--- config.mk ---
export PLATFORM = sky130hd
export DESIGN_NAME = rca_bist
export DESIGN_NICKNAME = d
export VERILOG_FILES = /design/src/rtl/rca_bist.sv
export SDC_FILE = /design/constraint.sdc
export NUM_CORES = 1
export LEC_CHECK = 0
export BUFFER_PORTS_ARGS = -buffer_cell sky130_fd_sc_hd__buf_2
export CAP_MARGIN = 20
export CORE_MARGIN = 3
export CORE_UTILIZATION = 57
export DETAILED_ROUTE_END_ITERATION = 8
export PLACE_DENSITY = 0.83
export SLEW_MARGIN = 20
export SYNTH_ARGS = -nofsm -noshare
export SYNTH_HDL_FRONTEND = slang
export SYNTH_SLANG_ARGS = --single-unit
--- constraint.sdc ---
create_clock -name clk -period 5.4 [get_ports clk]
set_input_delay 1.08 -clock clk [delete_from_list [all_inputs] [get_ports clk]]
set_output_delay 1.08 -clock clk [all_outputs]
set_load 0.02 [all_outputs]
--- src/rtl/rca_bist.sv ---
`timescale 1ns/1ps
// Self-test driver/checker for the 4-bit ripple-carry adder rc1.
// Define RCA_BIST_FAIL_CAPTURE_EN to latch the first failing vector on fail_vec.
module rca_bist #(
    parameter int         NUM_VECTORS = 128,
    parameter logic [8:0] SEED        = 9'h1FF
) (
    input  logic        clk,
    input  logic        reset_n,
    input  logic        start,
    output logic [3:0]  a,
    output logic [3:0]  b,
    output logic        cin,
    input  logic [4:0]  s,
    output logic        busy,
    output logic        done,
    output logic        pass,
    output logic [7:0]  err_count,
    output logic [7:0]  vec_count,
    output logic [13:0] fail_vec
);

    typedef enum logic [1:0] {
        S_IDLE,
        S_DRIVE,
        S_SAMPLE,
        S_DONE
    } state_t;

    localparam logic [8:0] LOAD = (SEED == 9'h000) ? 9'h001 : SEED;
    localparam logic [7:0] LAST = 8'(NUM_VECTORS - 1);

    state_t     state;
    logic [8:0] lfsr;
    logic [4:0] exp_sum;
    logic       mismatch;
    logic       launch;
    logic [7:0] err_next;

    // Operands come straight from flops so the adder sees no glitches.
    assign a   = lfsr[3:0];
    assign b   = lfsr[7:4];
    assign cin = lfsr[8];

    assign mismatch = (s != exp_sum);
    assign launch   = start && (state == S_IDLE || state == S_DONE);
    assign err_next = (mismatch && err_count != 8'hFF)
                      ? err_count + 8'd1 : err_count;

    always_ff @(posedge clk or negedge reset_n) begin
        if (!reset_n) begin
            state     <= S_IDLE;
            lfsr      <= 9'h000;
            exp_sum   <= 5'h00;
            busy      <= 1'b0;
            done      <= 1'b0;
            pass      <= 1'b0;
            err_count <= 8'h00;
            vec_count <= 8'h00;
        end else begin
            case (state)
                S_IDLE, S_DONE: begin
                    if (start) begin
                        lfsr      <= LOAD;
                        err_count <= 8'h00;
                        vec_count <= 8'h00;
                        busy      <= 1'b1;
                        done      <= 1'b0;
                        pass      <= 1'b0;
                        state     <= S_DRIVE;
                    end
                end
                S_DRIVE: begin
                    exp_sum <= {1'b0, a} + {1'b0, b} + {4'b0000, cin};
                    state   <= S_SAMPLE;
                end
                S_SAMPLE: begin
                    err_count <= err_next;
                    vec_count <= vec_count + 8'd1;
                    lfsr      <= {lfsr[7:0], lfsr[8] ^ lfsr[4]};
                    if (vec_count == LAST) begin
                        busy  <= 1'b0;
                        done  <= 1'b1;
                        pass  <= (err_next == 8'h00);
                        state <= S_DONE;
                    end else begin
                        state <= S_DRIVE;
                    end
                end
                default: state <= S_IDLE;
            endcase
        end
    end

`ifdef RCA_BIST_FAIL_CAPTURE_EN
    logic [13:0] fail_q;

    // err_count still zero means this is the first miss of the run.
    always_ff @(posedge clk or negedge reset_n) begin
        if (!reset_n) begin
            fail_q <= 14'h0000;
        end else if (launch) begin
            fail_q <= 14'h0000;
        end else if (state == S_SAMPLE && mismatch && err_count == 8'h00) begin
            fail_q <= {a, b, cin, s};
        end
    end

    assign fail_vec = fail_q;
`else
    logic unused_launch;
    assign unused_launch = launch;
    assign fail_vec      = 14'h0000;
`endif

endmodule

==> results.sh <==
export IMPL_status="completed"
export IMPL_cts_sinks=35
export IMPL_netlist_area_sq_um=2050
export IMPL_report_final_slew_viol_count=0
export IMPL_vias=1682
export IMPL_postCtsResizedCells=0
export IMPL_period_share_pct=40.8
export IMPL_hp_class="flip-flop to flip-flop"
export IMPL_fmax_mhz=454
export IMPL_die_area_sq_um=4360
export IMPL_grt_usage_pct=21.7
export IMPL_r2r_cells=6
export IMPL_clk_latency_ns=0.34
export IMPL_synth_flop_cell="dfrtp_1"
export IMPL_path_class="input pin to flip-flop"
export IMPL_layout_drive_gt1_share_pct=23.2
export IMPL_diodes=0
export IMPL_coreArea_sq_um=3390
export IMPL_p_per_area_nw_per_um2=338
export IMPL_cts_root_buf="clkbuf_4"
export IMPL_final_cell_mix="dfrtp_1 (35), buf_2 (35), nand2_1 (18), nor2_1 (18), a21oi_1 (18)"
export IMPL_tritoncts="done"
export IMPL_crit_fanout=4
export IMPL_synth_distinct_cells=47
export IMPL_h_tree_depth=2
export IMPL_cts_buffers=5
export IMPL_start_util_pct=60.5
export IMPL_drt_initial_drc_count=87
export IMPL_die_w_um=66
export IMPL_routedWlPerCell_um=14.6
export IMPL_whs_path_depth=1
export IMPL_dpl_hpwl_mm=3.03
export IMPL_async_flop_share_pct=100
export IMPL_antenna_found_initial=0
export IMPL_rsz0062_at_grt="no"
export IMPL_ys_ff_latch=35
export IMPL_rows=21
export IMPL_antenna_left=0
export IMPL_grt_max_degree=36
export IMPL_grt_ovfl_total=0
export IMPL_grt_pass1_wl_mm=7.16
export IMPL_ios=50
export IMPL_fp_dieH_um=66
export IMPL_cp_arrival_ns=2.46
export IMPL_hold_buffers=0
export IMPL_areaGrowthSynthToFinish_pct=10.2
export IMPL_leakage_nw=1.02
export IMPL_ir_drop_v=0.000156
export IMPL_place_gp_congestion=0.814
export IMPL_synth_cells=211
export IMPL_fin_skew_ns=0.00680
export IMPL_drc=0
export IMPL_drt_wl_total_mm=4.26
export IMPL_portBuffers=35
export IMPL_start_kind="input pin"
export IMPL_yosysSeqAreaShare_pct=42.7
export IMPL_drv_cap=0
export IMPL_min_period_ns=2.20
export IMPL_cts_buffer_depth=2
export IMPL_slew_headroom_pct=48.4
export IMPL_endpoint_kind="flip-flop"
export IMPL_grt_pass1_vias=1522
export IMPL_setup_violations=0
export IMPL_clk_pin_slew_ns=0.11
export IMPL_vias_per_cell=5.76
export IMPL_hold_viol_final=0
export IMPL_finish_utilization_pct=66.7
export IMPL_syn_avg_cell_area_sq_um=9.72
export IMPL_postCtsSetupBuffers=0
export IMPL_finalNetCount=264
export IMPL_worstMarginPinSlew_ns=0.759
export IMPL_drtPass1Iterations=4
export IMPL_tns_ns=0
export IMPL_synth_edf_count=0
export IMPL_yosysWarningCount=0
export IMPL_critPathRequiredTime_ns=5.66
[state kept, by name, indices dropped and copies added, names as in the netlist]
name,count
busy,1
lfsr,9
exp_sum,5
state,2
err_count,8
done,1
vec_count,8
pass,1
[per-layer routing]
| layer | routed length [um] | track usage [%] | vias to the layer above | part of all wire (%) |
|---|---|---|---|---|
| li1 | - | - | 786 | - |
| met4 | 68 | 9.14 | 0 | 1.6 |
| met3 | 315 | 5.44 | 10 | 7.4 |
| met1 | 1900 | 30.2 | 818 | 45 |
| met2 | 1980 | 32.3 | 68 | 46 |
| met5 | 0 | 0 | - | 0 |
[synthesized netlist by cell type (4+ instances only)]
| library cell | instances | area, sq um |
|---|---|---|
| nor3b_1 | 4 | 30.0 |
| nor2_1 | 18 | 67.6 |
| nand3_1 | 4 | 20.0 |
| inv_1 | 7 | 26.3 |
| nand2_1 | 18 | 67.6 |
| a21oi_1 | 18 | 90.1 |
| buf_4 | 15 | 113 |
| a31oi_1 | 7 | 43.8 |
| o21ai_0 | 10 | 50.1 |
| ha_1 | 8 | 100 |
| xor2_1 | 9 | 78.8 |
| mux2_2 | 5 | 56.3 |
| dfrtp_1 | 35 | 876 |
[logic make-up after synthesis]
| logic type | Yosys count | synth area share, % |
|---|---|---|
| AO/OA/AOI/OAI | 51 | 15.9 |
| AND/OR/NAND/NOR | 67 | 17.3 |
| buffers and inverters | 27 | 7.74 |
| multiplexers | 8 | 4.21 |
| flip-flops | 35 | 42.7 |
| adder cells (fa/ha/maj) | 10 | 6.83 |
| XOR/XNOR | 12 | 5.12 |
| other | 1 | 0.183 |
[worst max-delay path, stage by stage]
cell	delay, ns
buf_2	0.10
xor2_1	0.15
nor3_2	0.39
a21oi_1	0.19
mux2i_1	0.18
o221ai_1	0.15
o31ai_2	0.23
[per-stage QoR]
| step | hold slack, ns | setup WS (ns) | std cells | instance area [sq um] | total power, mW |
|---|---|---|---|---|---|
| floorplan | 0.501 | 3.15 | 224 | 2100 | 0.548 |
| global placement | 0.464 | 2.87 | 285 | 2200 | 0.601 |
| detailed placement | 0.460 | 2.83 | 285 | 2200 | 0.613 |
| CTS | 0.485 | 3.18 | 292 | 2260 | 0.761 |
| global route | 0.523 | 3.00 | 292 | 2260 | 0.819 |
| finish | 0.486 | 3.20 | 292 | 2260 | 0.763 |
[area by class of cell]
| type | instances | area [sq um] |
|---|---|---|
| clock buffers | 6 | 51.3 |
| clock inverters | 1 | 5.00 |
| fillers | 285 | 1130 |
| inverters | 7 | 26.3 |
| multi-input cells | 162 | 1070 |
| flip-flops and latches | 35 | 876 |
| well taps | 46 | 57.6 |
| repair buffers | 35 | 175 |
[path summary, 6_finish.rpt]
check	from	end	slack (ns)
worst max-delay path	s[4]	pass	3.20
worst max register to register	state[0]	vec_count[5]	3.20
max in group asynchronous	reset_n	err_count[5]	4.12
worst min-delay path	busy	busy	0.49
min in group asynchronous	reset_n	exp_sum[4]	0.79
worst min register to register	busy	busy	0.49
[power by group]
part / internal (mW) / switching (mW)
sequential: 0.292 / 0.0321
combinational: 0.101 / 0.190
clock: 0.0603 / 0.0886
Note: power is estimated with default switching activity, not from simulation.
